$ cat config.mk
export PLATFORM = sky130hd
export DESIGN_NAME = fifo_word_packer
export DESIGN_NICKNAME = d
export VERILOG_FILES = /design/src/rtl/fifo_pkg.sv /design/src/rtl/idle_timer.sv /design/src/rtl/fifo_word_packer.sv
export SDC_FILE = /design/constraint.sdc
export NUM_CORES = 1
export LEC_CHECK = 0
export CORE_UTILIZATION = 45
export CTS_BUF_LIST = sky130_fd_sc_hd__clkbuf_16
export CTS_CLUSTER_SIZE = 30
export DETAILED_ROUTE_END_ITERATION = 10
export GPL_ROUTABILITY_DRIVEN = 0
export GPL_TIMING_DRIVEN = 0
export PLACE_DENSITY_LB_ADDON = 0.15
export SYNTH_ARGS = -nofsm -noshare
export SYNTH_HDL_FRONTEND = slang
export SYNTH_SLANG_ARGS = --single-unit
$ cat constraint.sdc
create_clock -name clk -period 2.6 [get_ports clk]
set_clock_uncertainty 0.15 [all_clocks]
set_input_delay 0.26 -clock clk [delete_from_list [all_inputs] [get_ports clk]]
set_output_delay 0.26 -clock clk [all_outputs]
set_load 0.02 [all_outputs]
$ cat src/rtl/fifo_pkg.sv
// Shared types and constants for the FIFO word packer.
// Latency: none (types, constants and a pure function only).
// Backpressure: not applicable.
// Contents: state_t (FILL/HOLD), default parameter values, lane_in_mask().
package fifo_pkg;

  typedef enum logic {
    FILL = 1'b0,
    HOLD = 1'b1
  } state_t;

  localparam int unsigned DEF_DATA_WIDTH   = 8;
  localparam int unsigned DEF_PACK_RATIO   = 4;
  localparam int unsigned DEF_IDLE_TIMEOUT = 16;

  // Bit 'lane' of the keep mask for a word holding 'count' bytes.
  // Lanes 0..count-1 are valid.
  function automatic logic lane_in_mask(input int unsigned lane, input int unsigned count);
    return lane < count;
  endfunction

endpackage

$ cat src/rtl/idle_timer.sv
// Idle counter: counts enabled cycles and flags when TIMEOUT is reached.
// Latency: expired rises the cycle after the TIMEOUT-th enabled cycle.
// Backpressure: none; saturates at TIMEOUT until cleared.
// Ports: clk, reset (sync, active-high), clear, enable, expired.
module idle_timer #(
  parameter int unsigned TIMEOUT = 16
) (
  input  logic clk,
  input  logic reset,
  input  logic clear,
  input  logic enable,
  output logic expired
);

  localparam int unsigned IW = $clog2(TIMEOUT + 1);

  logic [IW-1:0] cnt_q, cnt_d;

  assign expired = (cnt_q == IW'(TIMEOUT));

  // Holding at TIMEOUT keeps the counter from ever wrapping.
  always_comb begin
    cnt_d = cnt_q;
    if (clear) begin
      cnt_d = '0;
    end else if (enable && !expired) begin
      cnt_d = cnt_q + IW'(1);
    end
  end

  always_ff @(posedge clk) begin
    if (reset) begin
      cnt_q <= '0;
    end else begin
      cnt_q <= cnt_d;
    end
  end

endmodule

$ cat src/rtl/fifo_word_packer.sv
// Packs PACK_RATIO FIFO bytes into one word; emits partial words on flush or idle timeout.
// Latency: word valid one cycle after the last lane fills (read-to-data is one cycle).
// Backpressure: out_ready low holds the word stable in HOLD and stops all FIFO reads.
// Ports: clk, reset; fifo_rd_en/fifo_rd_data/fifo_rd_val (upstream FIFO);
//        flush; out_data/out_keep/out_valid/out_ready (downstream word).
module fifo_word_packer
  import fifo_pkg::*;
#(
  parameter int unsigned DATA_WIDTH   = DEF_DATA_WIDTH,
  parameter int unsigned PACK_RATIO   = DEF_PACK_RATIO,
  parameter int unsigned IDLE_TIMEOUT = DEF_IDLE_TIMEOUT
) (
  input  logic                             clk,
  input  logic                             reset,
  output logic                             fifo_rd_en,
  input  logic [DATA_WIDTH-1:0]            fifo_rd_data,
  input  logic                             fifo_rd_val,
  input  logic                             flush,
  output logic [DATA_WIDTH*PACK_RATIO-1:0] out_data,
  output logic [PACK_RATIO-1:0]            out_keep,
  output logic                             out_valid,
  input  logic                             out_ready
);

  localparam int unsigned CW = $clog2(PACK_RATIO + 1);
  localparam int unsigned OW = DATA_WIDTH * PACK_RATIO;

  state_t                state_q, state_d;
  logic [CW-1:0]         count_q, count_d;
  logic                  pending_q;
  logic                  emit_q, emit_d;
  logic [OW-1:0]         data_q, data_d;
  logic [PACK_RATIO-1:0] keep_q, keep_d;

  logic [CW:0] occupancy;
  logic        accept;
  logic        flush_hit;
  logic        expired;
  logic        emit_active;
  logic        go_hold;
  logic        timer_clear;
  logic        timer_en;

  // Bytes held plus the read still in flight; reads stop once this covers a word.
  assign occupancy = {1'b0, count_q} + (CW+1)'(pending_q);

  // A response only counts in the cycle after a read request.
  assign accept    = (state_q == FILL) && pending_q && fifo_rd_val;

  assign flush_hit = (state_q == FILL) && flush && ((count_q != '0) || pending_q);

  // Emission in progress: reads stop, any in-flight response is absorbed first.
  assign emit_active = (state_q == FILL) && (emit_q || expired || flush_hit);

  // A partial emission with no bytes collected simply drops back to filling.
  assign go_hold = (state_q == FILL) &&
                   ((count_q == CW'(PACK_RATIO)) ||
                    (emit_active && !pending_q && (count_q != '0)));

  assign timer_clear = accept || (state_q == HOLD);
  assign timer_en    = (state_q == FILL) && (count_q != '0) && !accept && !expired;

  idle_timer #(
    .TIMEOUT(IDLE_TIMEOUT)
  ) u_idle_timer (
    .clk    (clk),
    .reset  (reset),
    .clear  (timer_clear),
    .enable (timer_en),
    .expired(expired)
  );

  // State and datapath registers.
  always_ff @(posedge clk) begin
    if (reset) begin
      state_q   <= FILL;
      count_q   <= '0;
      pending_q <= 1'b0;
      emit_q    <= 1'b0;
      data_q    <= '0;
      keep_q    <= '0;
    end else begin
      state_q   <= state_d;
      count_q   <= count_d;
      pending_q <= fifo_rd_en;
      emit_q    <= emit_d;
      data_q    <= data_d;
      keep_q    <= keep_d;
    end
  end

  // Next state.
  always_comb begin
    state_d = state_q;
    case (state_q)
      FILL:    if (go_hold)   state_d = HOLD;
      HOLD:    if (out_ready) state_d = FILL;
      default: state_d = FILL;
    endcase
  end

  // Datapath next values.
  always_comb begin
    count_d = count_q;
    data_d  = data_q;
    keep_d  = keep_q;
    emit_d  = emit_q;
    if (state_q == FILL) begin
      if (accept) begin
        for (int unsigned i = 0; i < PACK_RATIO; i++) begin
          if (count_q == CW'(i)) begin
            data_d[i*DATA_WIDTH +: DATA_WIDTH] = fifo_rd_data;
          end
        end
        count_d = count_q + CW'(1);
      end
      if (go_hold) begin
        emit_d = 1'b0;
        for (int unsigned i = 0; i < PACK_RATIO; i++) begin
          keep_d[i] = lane_in_mask(i, 32'(count_q));
        end
      end else begin
        // Remember the emission only while a response is still to be absorbed.
        emit_d = emit_active && pending_q;
      end
    end else if (out_ready) begin
      // Clearing data here keeps lanes outside out_keep at zero for the next word.
      count_d = '0;
      data_d  = '0;
      keep_d  = '0;
      emit_d  = 1'b0;
    end
  end

  // Outputs.
  always_comb begin
    fifo_rd_en = 1'b0;
    if (!reset && (state_q == FILL) && !emit_active &&
        (occupancy < (CW+1)'(PACK_RATIO))) begin
      fifo_rd_en = 1'b1;
    end
    out_valid = (state_q == HOLD);
    out_data  = data_q;
    out_keep  = keep_q;
  end

endmodule

# After elaboration in Yosys (flattened, before gate mapping)
# Index checks and enable logic that the tools add are counted.
[totals] reg_bits=47 word_cells=86
[op_classes] n_addsub=3 n_eq_ne=6 magnitude_cmp=5 muxes=20 reduce_logical=41 n_bitwise=1
[ops] op="32-bit 2-to-1 mux" count=3
[ops] op="8-bit 2-to-1 mux" count=4
[ops] op="1-bit logical AND" count=16
[ops] op="4-bit 2-to-1 mux" count=3
[ops] op="3-bit AND reduction" count=4
[ops] op="2-bit nonzero test" count=6
[ops] op="3-bit 2-to-1 mux" count=3
[ops] op="3-bit by 2-bit == test with 1-bit output (second input constant)" count=2
[ops] op="1-bit by 3-bit less-than comparator with 1-bit output (first input constant)" count=2
[ops] op="2-bit by 3-bit less-than comparator with 1-bit output (first input constant)" count=2
[ops] op="1-bit 2-to-1 mux" count=6
[ops] op="5-bit by 1-bit adder with 5-bit output (second input constant)" count=1
[ops] op="5-bit == test (second input constant)" count=1
[ops] op="1-bit logical NOT" count=5
[ops] op="1-bit logical OR" count=5
[ops] op="3-bit by 1-bit adder with 4-bit output" count=1
[ops] op="4-bit by 3-bit less-than comparator with 1-bit output (second input constant)" count=1
[ops] op="2-bit AND reduction" count=2
[ops] op="3-bit by 1-bit adder with 3-bit output (second input constant)" count=1
[ops] op="3-bit by 1-bit == test with 1-bit output (second input constant)" count=1
[ops] op="3-bit == test (second input constant)" count=1
[ops] op="3-bit logical NOT" count=1
[ops] op="3-bit nonzero test" count=1
[ops] op="2-bit != test (second input constant)" count=1
[ops] op="3 further kinds" count=3

# Longest topological paths before layout
# Gate-level depths: netlist of the first run.
[logic_depth] depth_word=11 ltp_mapped=8 depth_no_buf=6

# Hierarchy
# From an unflattened synthesis of the first run, not the netlist that was laid out.
[hier_totals] hier_cells=206 area_unflattened_um2=1968.1
[modules_own_cells] mod="fifo_word_packer" area_each_um2=1686.6 cells_each=177 instances=1 seq_area_each_um2=840.8
[modules_own_cells] mod="idle_timer" area_each_um2=281.5 cells_each=29 instances=1 seq_area_each_um2=100.1

# Worst setup path before layout of the first run
# OpenSTA, ideal clock, no wires.
[synth_path] path_kind="register to output" startpoint="reg count_q[0]" endpoint="out fifo_rd_en" path_stages_with_launch=9 t_arrival_ps=1849 slack_ps=341 n_path_buf=2 path_cell_list="dfxtp_1 -> clkbuf_1 -> inv_1 -> ha_1 -> clkbuf_1 -> nand2b_1 -> o21ai_0 -> nand4b_1 -> nor3_1"
[synth_via] elab_chain_cells=9
[synth_lines] element="from (decl)" line_no="fifo_word_packer.sv:29" source="logic [CW-1:0] count_q, count_d;"
[synth_lines] element="from (signal assigned)" line_no="fifo_word_packer.sv:84" source="count_q <= count_d;"
[synth_lines] element="parallel branches: the longest is 7 deep, another holds 3-bit by 1-bit adder with 4-bit output"
[synth_lines] element="1-bit logical AND (*)" line_no="fifo_word_packer.sv:138" source="if (!reset && (state_q == FILL) && !emit_active &&"
[synth_lines] element="1-bit 2-to-1 mux (*)" line_no="fifo_word_packer.sv:138"
[synth_lines] element="to (decl)" line_no="fifo_word_packer.sv:15" source="output logic fifo_rd_en,"
# Every way passes the cells marked *.

# Worst setup path in the final report of the first run
[layout_path] startpoint="reg count_q[1]" endpoint="out fifo_rd_en"
# Same word-level chain as after synthesis.

==> results of run 1 <==
==> cell type report <==
type,instances,area share [%]
timing repair buffer,50,18.2
clock buffer,5,4.55
sequential,47,34.2
inverter,7,0.955
multi-input combinational,180,36.4
clock inverter,3,0.728
tap,52,2.36
buffer,15,2.59
==> synthesized netlist by cell type, types with 2 or more instances <==
cell type  instances  area share, %
dfxtp_1           47             46
a21oi_1           43             11
nand2_1           42            7.7
nand3_1           37            9.1
nor2_1             8            1.5
clkbuf_1           7            1.3
inv_1              7            1.3
o21ai_0            7            1.7
buf_2              6            1.5
ha_1               5            3.1
mux2i_1            4            2.0
nor3_1             3           0.74
and2_1             2           0.61
and3_1             2           0.61
buf_1              2           0.37
buf_4              2           0.74
nand2b_1           2           0.61
nand4_1            2           0.61
nor2b_1            2           0.61
xor2_1             2           0.86
==> repair_timing <==
item                                    in CTS  in global routing
gates cloned                                 0                  0
resized for setup                            6                  1
endpoints found under the setup margin       1                  1
==> sequential cells by signal (all words and copies together) (netlist names) <==
| name | flops |
|---|---|
| out_keep | 4 |
| emit_q | 1 |
| count_q | 3 |
| out_valid | 1 |
| out_data | 32 |
| u_idle_timer.cnt_q | 5 |
| pending_q | 1 |
==> worst min-delay path, cell delays in order (launching register included) <==
cell	delay, ns
dfxtp_1	0.31
nand2_1	0.05
mux2i_1	0.05
==> metrics by stage <==
step	TNS [ns]	setup WS [ns]
2_1_floorplan	0	0.341
3_3_place_gp	-0.211	-0.211
3_5_place_dp	-0.236	-0.236
4_1_cts	0	0.0509
5_1_grt	0	0.0501
6_report	0	0.195
==> power groups by stage <==
stage / sequential, mW / combinational (mW) / clock [mW]
final: 0.757 / 0.226 / 0.638
after global routing: 0.760 / 0.246 / 0.678
after CTS: 0.753 / 0.229 / 0.643
after detailed placement: 0.770 / 0.225 / 0
after global placement: 0.769 / 0.222 / 0
after floorplan: 0.782 / 0.122 / 0
==> cell families (layout without fill, tap and decap cells) <==
group           Yosys count  count (layout)  share of synthesized area, %
compound gates           54              54                          13.8
mux                       5               5                          2.71
xor+xnor                  3               3                          1.29
buf+inv                  24              80                          5.17
flops                    47              47                          46.2
simple gates            113             113                          27.7
fa+ha+maj                 5               5                          3.08
==> routing by layer <==
| layer | share of wire, % | GRT usage, % | wire [µm] |
|---|---|---|---|
| met4 | 0.98 | 7.48 | 50 |
| met3 | 4.6 | 3.63 | 237 |
| met5 | 0 | 0 | 0 |
| met2 | 45 | 34.2 | 2300 |
| met1 | 49 | 31.0 | 2510 |
==> how the worst max path moves through the flow <==
| stage | end | slack [ns] |
|---|---|---|
| 6_report | fifo_rd_en | 0.20 |
| 5_1_grt | fifo_rd_en | 0.05 |
| 4_1_cts | fifo_rd_en | 0.05 |
| 3_5_place_dp | fifo_rd_en | -0.24 |
| 3_3_place_gp | fifo_rd_en | -0.21 |
| 2_1_floorplan | fifo_rd_en | 0.34 |
==> flow_summary.yaml, run 1 <==
placed_design:
  io_buffers: 50
  placed_cells: 353
  place_area_um2: 2600
  hpwl_um: 3530
finish:
  utilization_pct: 63.2
  stdcell_count: 359
  design_area_um2: 2750
  layout_common_cells: "49 x clkdlybuf4s50_1, 47 x dfxtp_1, 43 x a21oi_1, 42 x nand2_1, 37 x nand3_1"
  multiInputGateArea_um2: 1000
  layout-drive-gt1-share_pct: 8.79
  regArea_um2: 941
  fillCellCount: 381
  area_growth_syn_to_layout_pct: 35.2
  antenna_cells: 0
  nets: 324
  mostFrequentLayoutCell: "clkdlybuf4s50_1"
cts:
  cts_root_buf: "clkbuf_16"
  ctsLongestPathBuffers: 2
  clk_pin_slew_worst_paths_ns: 0.07
  cts_setup_buffers: 0
  h-tree-depth: 2
  cts_buffers: 5
  hold_buffers: 0
  clock_latency_ns: 0.29
  cts_tree: "yes"
  cts_sinks: 47
detailed_routing:
  initialDrtViolationCount: 184
  route.vias.total: 1949
  vias_per_cell: 5.43
  wire_per_inst_um: 14.2
  drc: 0
  wl_um: 5100
  ant_nets: 0
  firstDrtPassIters: 6
flow_run:
  drv_cap: 0
die:
  dieWidth_um: 69.2
  start_util_pct: 46.7
  die-area_um2: 4790
  die_h_um: 69.2
  num_rows: 24
  coreArea_um2: 4350
  ioPinCount: 51
timing:
  rsz0062_at_grt: "false"
  min_period_ns: 2.40
  fmax_mhz: 416
  hold_slack_ns: 0.305
  hold_viol: 0
  maxSlewViolCount: 0
  fin_crit_sh_pct: 92.5
  worst_slew_pin_slew_ns: 0.538
  setup_viol_count_final: 0
  maxSlewHeadroom_pct: 64.2
power_and_ir_drop:
  p_comb_share_pct: 13.9
  p_switching_mw: 0.432
  power.leakage_nw: 0.975
  power.total_mw: 1.62
  seqPwrFrac_pct: 46.7
  max-vdd-ir-drop_v: 0.000387
  p_clk_share_pct: 39.4
  pwr_density_cell_nw_per_um2: 589
  p_int_mw: 1.19
  p_sw_share_pct: 26.7
setup_path:
  r2r-start: "count_q[1]"
  cp.arrival_ns: 1.99
  required_ns: 2.19
  worstPathCellList: "inv_1 > ha_4 > nand2b_1 > o21ai_0 > nand4b_1 > nor3_1 > clkdlybuf4s15_2"
  worst-path-buf-inv: 2
  cpPeakStageDelay_ns: 0.41
  critPathCaptureType: "primary output"
  rrSetupSlack_ns: 0.60
  rr_worst_depth: 5
  cp_num_cells: 7
  timing.rr.end: "out_keep[2]"
  cp_max_fo: 10
  critPathKind: "reg -> out"
  crit_slowest_cell: "dfxtp_1"
  setup.worst_path.start_class: "flip-flop"
  path_delay_family: "simple AND/OR/NAND/NOR gates"
  crit_start: "count_q[1]"
hold_path:
  hold_path.startpoint: "out_keep[0]"
  hold_path_depth: 2
  hold_path_class: "reg -> reg"
  whs_endpoint: "out_keep[0]"
logic_synthesis:
  synth.avg_cell_area_um2: 8.11
  synth_top_flop_cell: "dfxtp_1"
  synth_edf_count: 0
  yosys_register_bits: 47
  ys_warn_count: 0
  yosysSeqAreaShare_pct: 46.2
  yosysUniqueCellTypes: 39
  syn-cell-area_um2: 2030
  synthArstFlopShare_pct: 0
  synthCells: 251
  syn_nets: 269
global_route:
  antenna_found_initial: 0
  gr-total-overflow: 0
  grt_util_all_layers_pct: 22.0
  grt_max_degree: 16
  grt_pass1_wl_um: 8480
  grt_pass1_vias: 1786
status:
  outcome: "finished clean"
No activity file was read; power rests on OpenSTA's default activity.
==> run 2: changes to the inputs <==
--- a/config.mk
+++ b/config.mk
@@ -5,6 +5,7 @@
 export SDC_FILE = /design/constraint.sdc
 export NUM_CORES = 1
 export LEC_CHECK = 0
+export CAP_MARGIN = 20
 export CORE_UTILIZATION = 45
 export CTS_BUF_LIST = sky130_fd_sc_hd__clkbuf_16
 export CTS_CLUSTER_SIZE = 30
==> results of run 2 <==
Final layout, timing and power as in run 1 (identical DEF).
==> run 3: changes to the inputs <==
--- a/config.mk
+++ b/config.mk
@@ -13,6 +13,7 @@
 export GPL_ROUTABILITY_DRIVEN = 0
 export GPL_TIMING_DRIVEN = 0
 export PLACE_DENSITY_LB_ADDON = 0.15
+export RECOVER_POWER = 100
 export SYNTH_ARGS = -nofsm -noshare
 export SYNTH_HDL_FRONTEND = slang
 export SYNTH_SLANG_ARGS = --single-unit
==> run 3 against run 2 <==
Net effect:
- clock power fell by 0.6%
- fmax rose by 0.74%
- cell count did not move
- utilization fell by 0.26 points
- sequential share of layout area rose by 0.14 points
- worst hold slack got worse by 0.0032 ns
- register-to-register slack got worse by 0.08 ns
- die area did not move
- wire length fell by 1.0%
- critical path depth did not move
- sequential power barely moved
- highest routed layer unchanged
- global-route usage did not move
==> flow_summary.yaml, run 3 (synthesis gave the netlist of run 1 again) <==
finish:
  nets: 324
  layout_common_cells: "47 x dfxtp_1, 43 x a21oi_1, 42 x nand2_1, 39 x dlygate4sd3_1, 38 x nand3_1"
  area_growth_syn_to_layout_pct: 34.7
  layout-drive-gt1-share_pct: 7.49
  regArea_um2: 941
  fillCellCount: 382
  mostFrequentLayoutCell: "dfxtp_1"
  antenna_cells: 0
  multiInputGateArea_um2: 991
  largest_reg_flops: 32
setup_path:
  critPathKind: "reg -> out"
  rr_worst_depth: 5
  timing.rr.end: "out_keep[2]"
  crit_slowest_cell: "dfxtp_1"
  crit_start: "count_q[1]"
  rrSetupSlack_ns: 0.52
  critPathCaptureType: "primary output"
  r2r-start: "count_q[1]"
  setup.worst_path.start_class: "flip-flop"
  cp.arrival_ns: 1.98
  required_ns: 2.19
  endpoint: "fifo_rd_en"
  cp_max_fo: 10
  cpPeakStageDelay_ns: 0.41
  worstPathCellList: "inv_1 > ha_4 > nand2b_1 > o21ai_0 > nand4b_1 > nor3_1 > clkdlybuf4s15_2"
cts:
  cts_tree: "yes"
  cts_buffers: 5
  h-tree-depth: 2
  cts_setup_buffers: 0
  hold_buffers: 0
  cts_sinks: 47
  clk_pin_slew_worst_paths_ns: 0.07
  clock_latency_ns: 0.29
  cts_root_buf: "clkbuf_16"
  ctsLongestPathBuffers: 2
timing:
  maxSlewViolCount: 0
  fin_crit_sh_pct: 91.8
  hold_viol: 0
  finalWorstSetupSlack_ns: 0.213
  min_period_ns: 2.39
  maxSlewHeadroom_pct: 65.9
  fmax_mhz: 419
  setup_viol_count_final: 0
  worst_slew_pin_slew_ns: 0.512
  rsz0062_at_grt: "false"
power_and_ir_drop:
  p_int_mw: 1.18
  pwr_density_cell_nw_per_um2: 587
  p_sw_share_pct: 26.5
  power.total_mw: 1.61
  power.leakage_nw: 1.10
  p_clk_share_pct: 39.4
  max-vdd-ir-drop_v: 0.000385
  p_comb_share_pct: 13.5
  seqPwrFrac_pct: 47.0
  p_switching_mw: 0.426
global_route:
  grt_max_degree: 16
  grt_pass1_wl_um: 8480
  gr-total-overflow: 0
  grt_pass1_vias: 1786
  grt_util_all_layers_pct: 22.0
  antenna_found_initial: 0
placed_design:
  io_buffers: 50
  dp_slack_ns: -0.236
  hpwl_um: 3530
die:
  coreArea_um2: 4350
  num_rows: 24
  start_util_pct: 46.7
  die-area_um2: 4790
  ioPinCount: 51
  die_h_um: 69.2
  dieWidth_um: 69.2
flow_run:
  drv_cap: 0
detailed_routing:
  wire_per_inst_um: 14.1
  route.vias.total: 1940
  initialDrtViolationCount: 195
  ant_nets: 0
  wl_um: 5050
  vias_per_cell: 5.40
  firstDrtPassIters: 7
  drc: 0
status:
  outcome: "finished clean"
hold_path:
  hold_path_class: "reg -> reg"
run 3: changes by cell type in the layout (fill, tap and decap cells not counted), moves of 2 or more:
cell / previous run / this run
clkdlybuf4s50_1: 49 / 10
dlygate4sd3_1: 0 / 39
buf_1: 2 / 0
clkbuf_1: 5 / 8
run 3: layout make-up:
type | instances | share of cell area, %
Clock inverter | 3 | 0.731
Inverter | 7 | 0.959
Buffer | 15 | 2.56
Sequential cell | 47 | 34.3
Tap cell | 52 | 2.37
Multi-Input combinational cell | 180 | 36.2
Clock buffer | 5 | 4.57
Timing Repair Buffer | 50 | 18.3
run 3: how the worst min path moves through the flow:
| stage | to | start | cells after the start | slack [ns] |
|---|---|---|---|---|
| finish | out_keep[0] | out_keep[0] | 2 | 0.30 |
| global route | out_data[4] | out_data[4] | 2 | 0.33 |
| CTS | out_keep[0] | out_keep[0] | 2 | 0.31 |
| detailed placement | out_keep[0] | out_keep[0] | 2 | 0.30 |
| global placement | out_keep[2] | out_keep[2] | 2 | 0.29 |
| floorplan | out_data[0] | fifo_rd_data[0] | 2 | 0.25 |
run 3: worst max-delay path: cells and delay by family (launching register included):
family	cells	cell delay, ns
DFF	1	0.41
and+or+nand+nor	3	0.46
buffers and inverters	2	0.45
AOI/OAI and AO/OA	1	0.17
adders and majority gates	1	0.20
run 3: timing repair:
item,CTS,global route
endpoints found under the hold margin,0,0
resized for setup,6,1
endpoints found under the setup margin,1,1
run 3: power groups by stage:
stage	Clock, mW	Combinational (mW)	Sequential (mW)
floorplan	0	0.122	0.782
global placement	0	0.222	0.769
detailed placement	0	0.225	0.770
CTS	0.643	0.229	0.753
global route	0.678	0.238	0.759
finish	0.634	0.218	0.756
run 3: per-stage QoR:
stage               setup TNS, ns  utilization [%]  std cells  hold WS, ns  area (µm²)
floorplan                       0                -        251        0.246        2030
global placement           -0.211             59.7        353        0.294        2600
detailed placement         -0.236             59.7        353        0.301        2600
CTS                             0             63.3        360        0.310        2760
global route                    0             62.9        359        0.334        2740
finish                          0             62.9        359        0.302        2740
run 3: routing by layer:
layer / track usage [%] / up-vias / routed length (µm)
li1: - / 975 / -
met5: 0 / - / 0
met4: 7.48 / 0 / 50
met3: 3.63 / 5 / 351
met2: 34.2 / 65 / 2300
met1: 31.0 / 895 / 2340
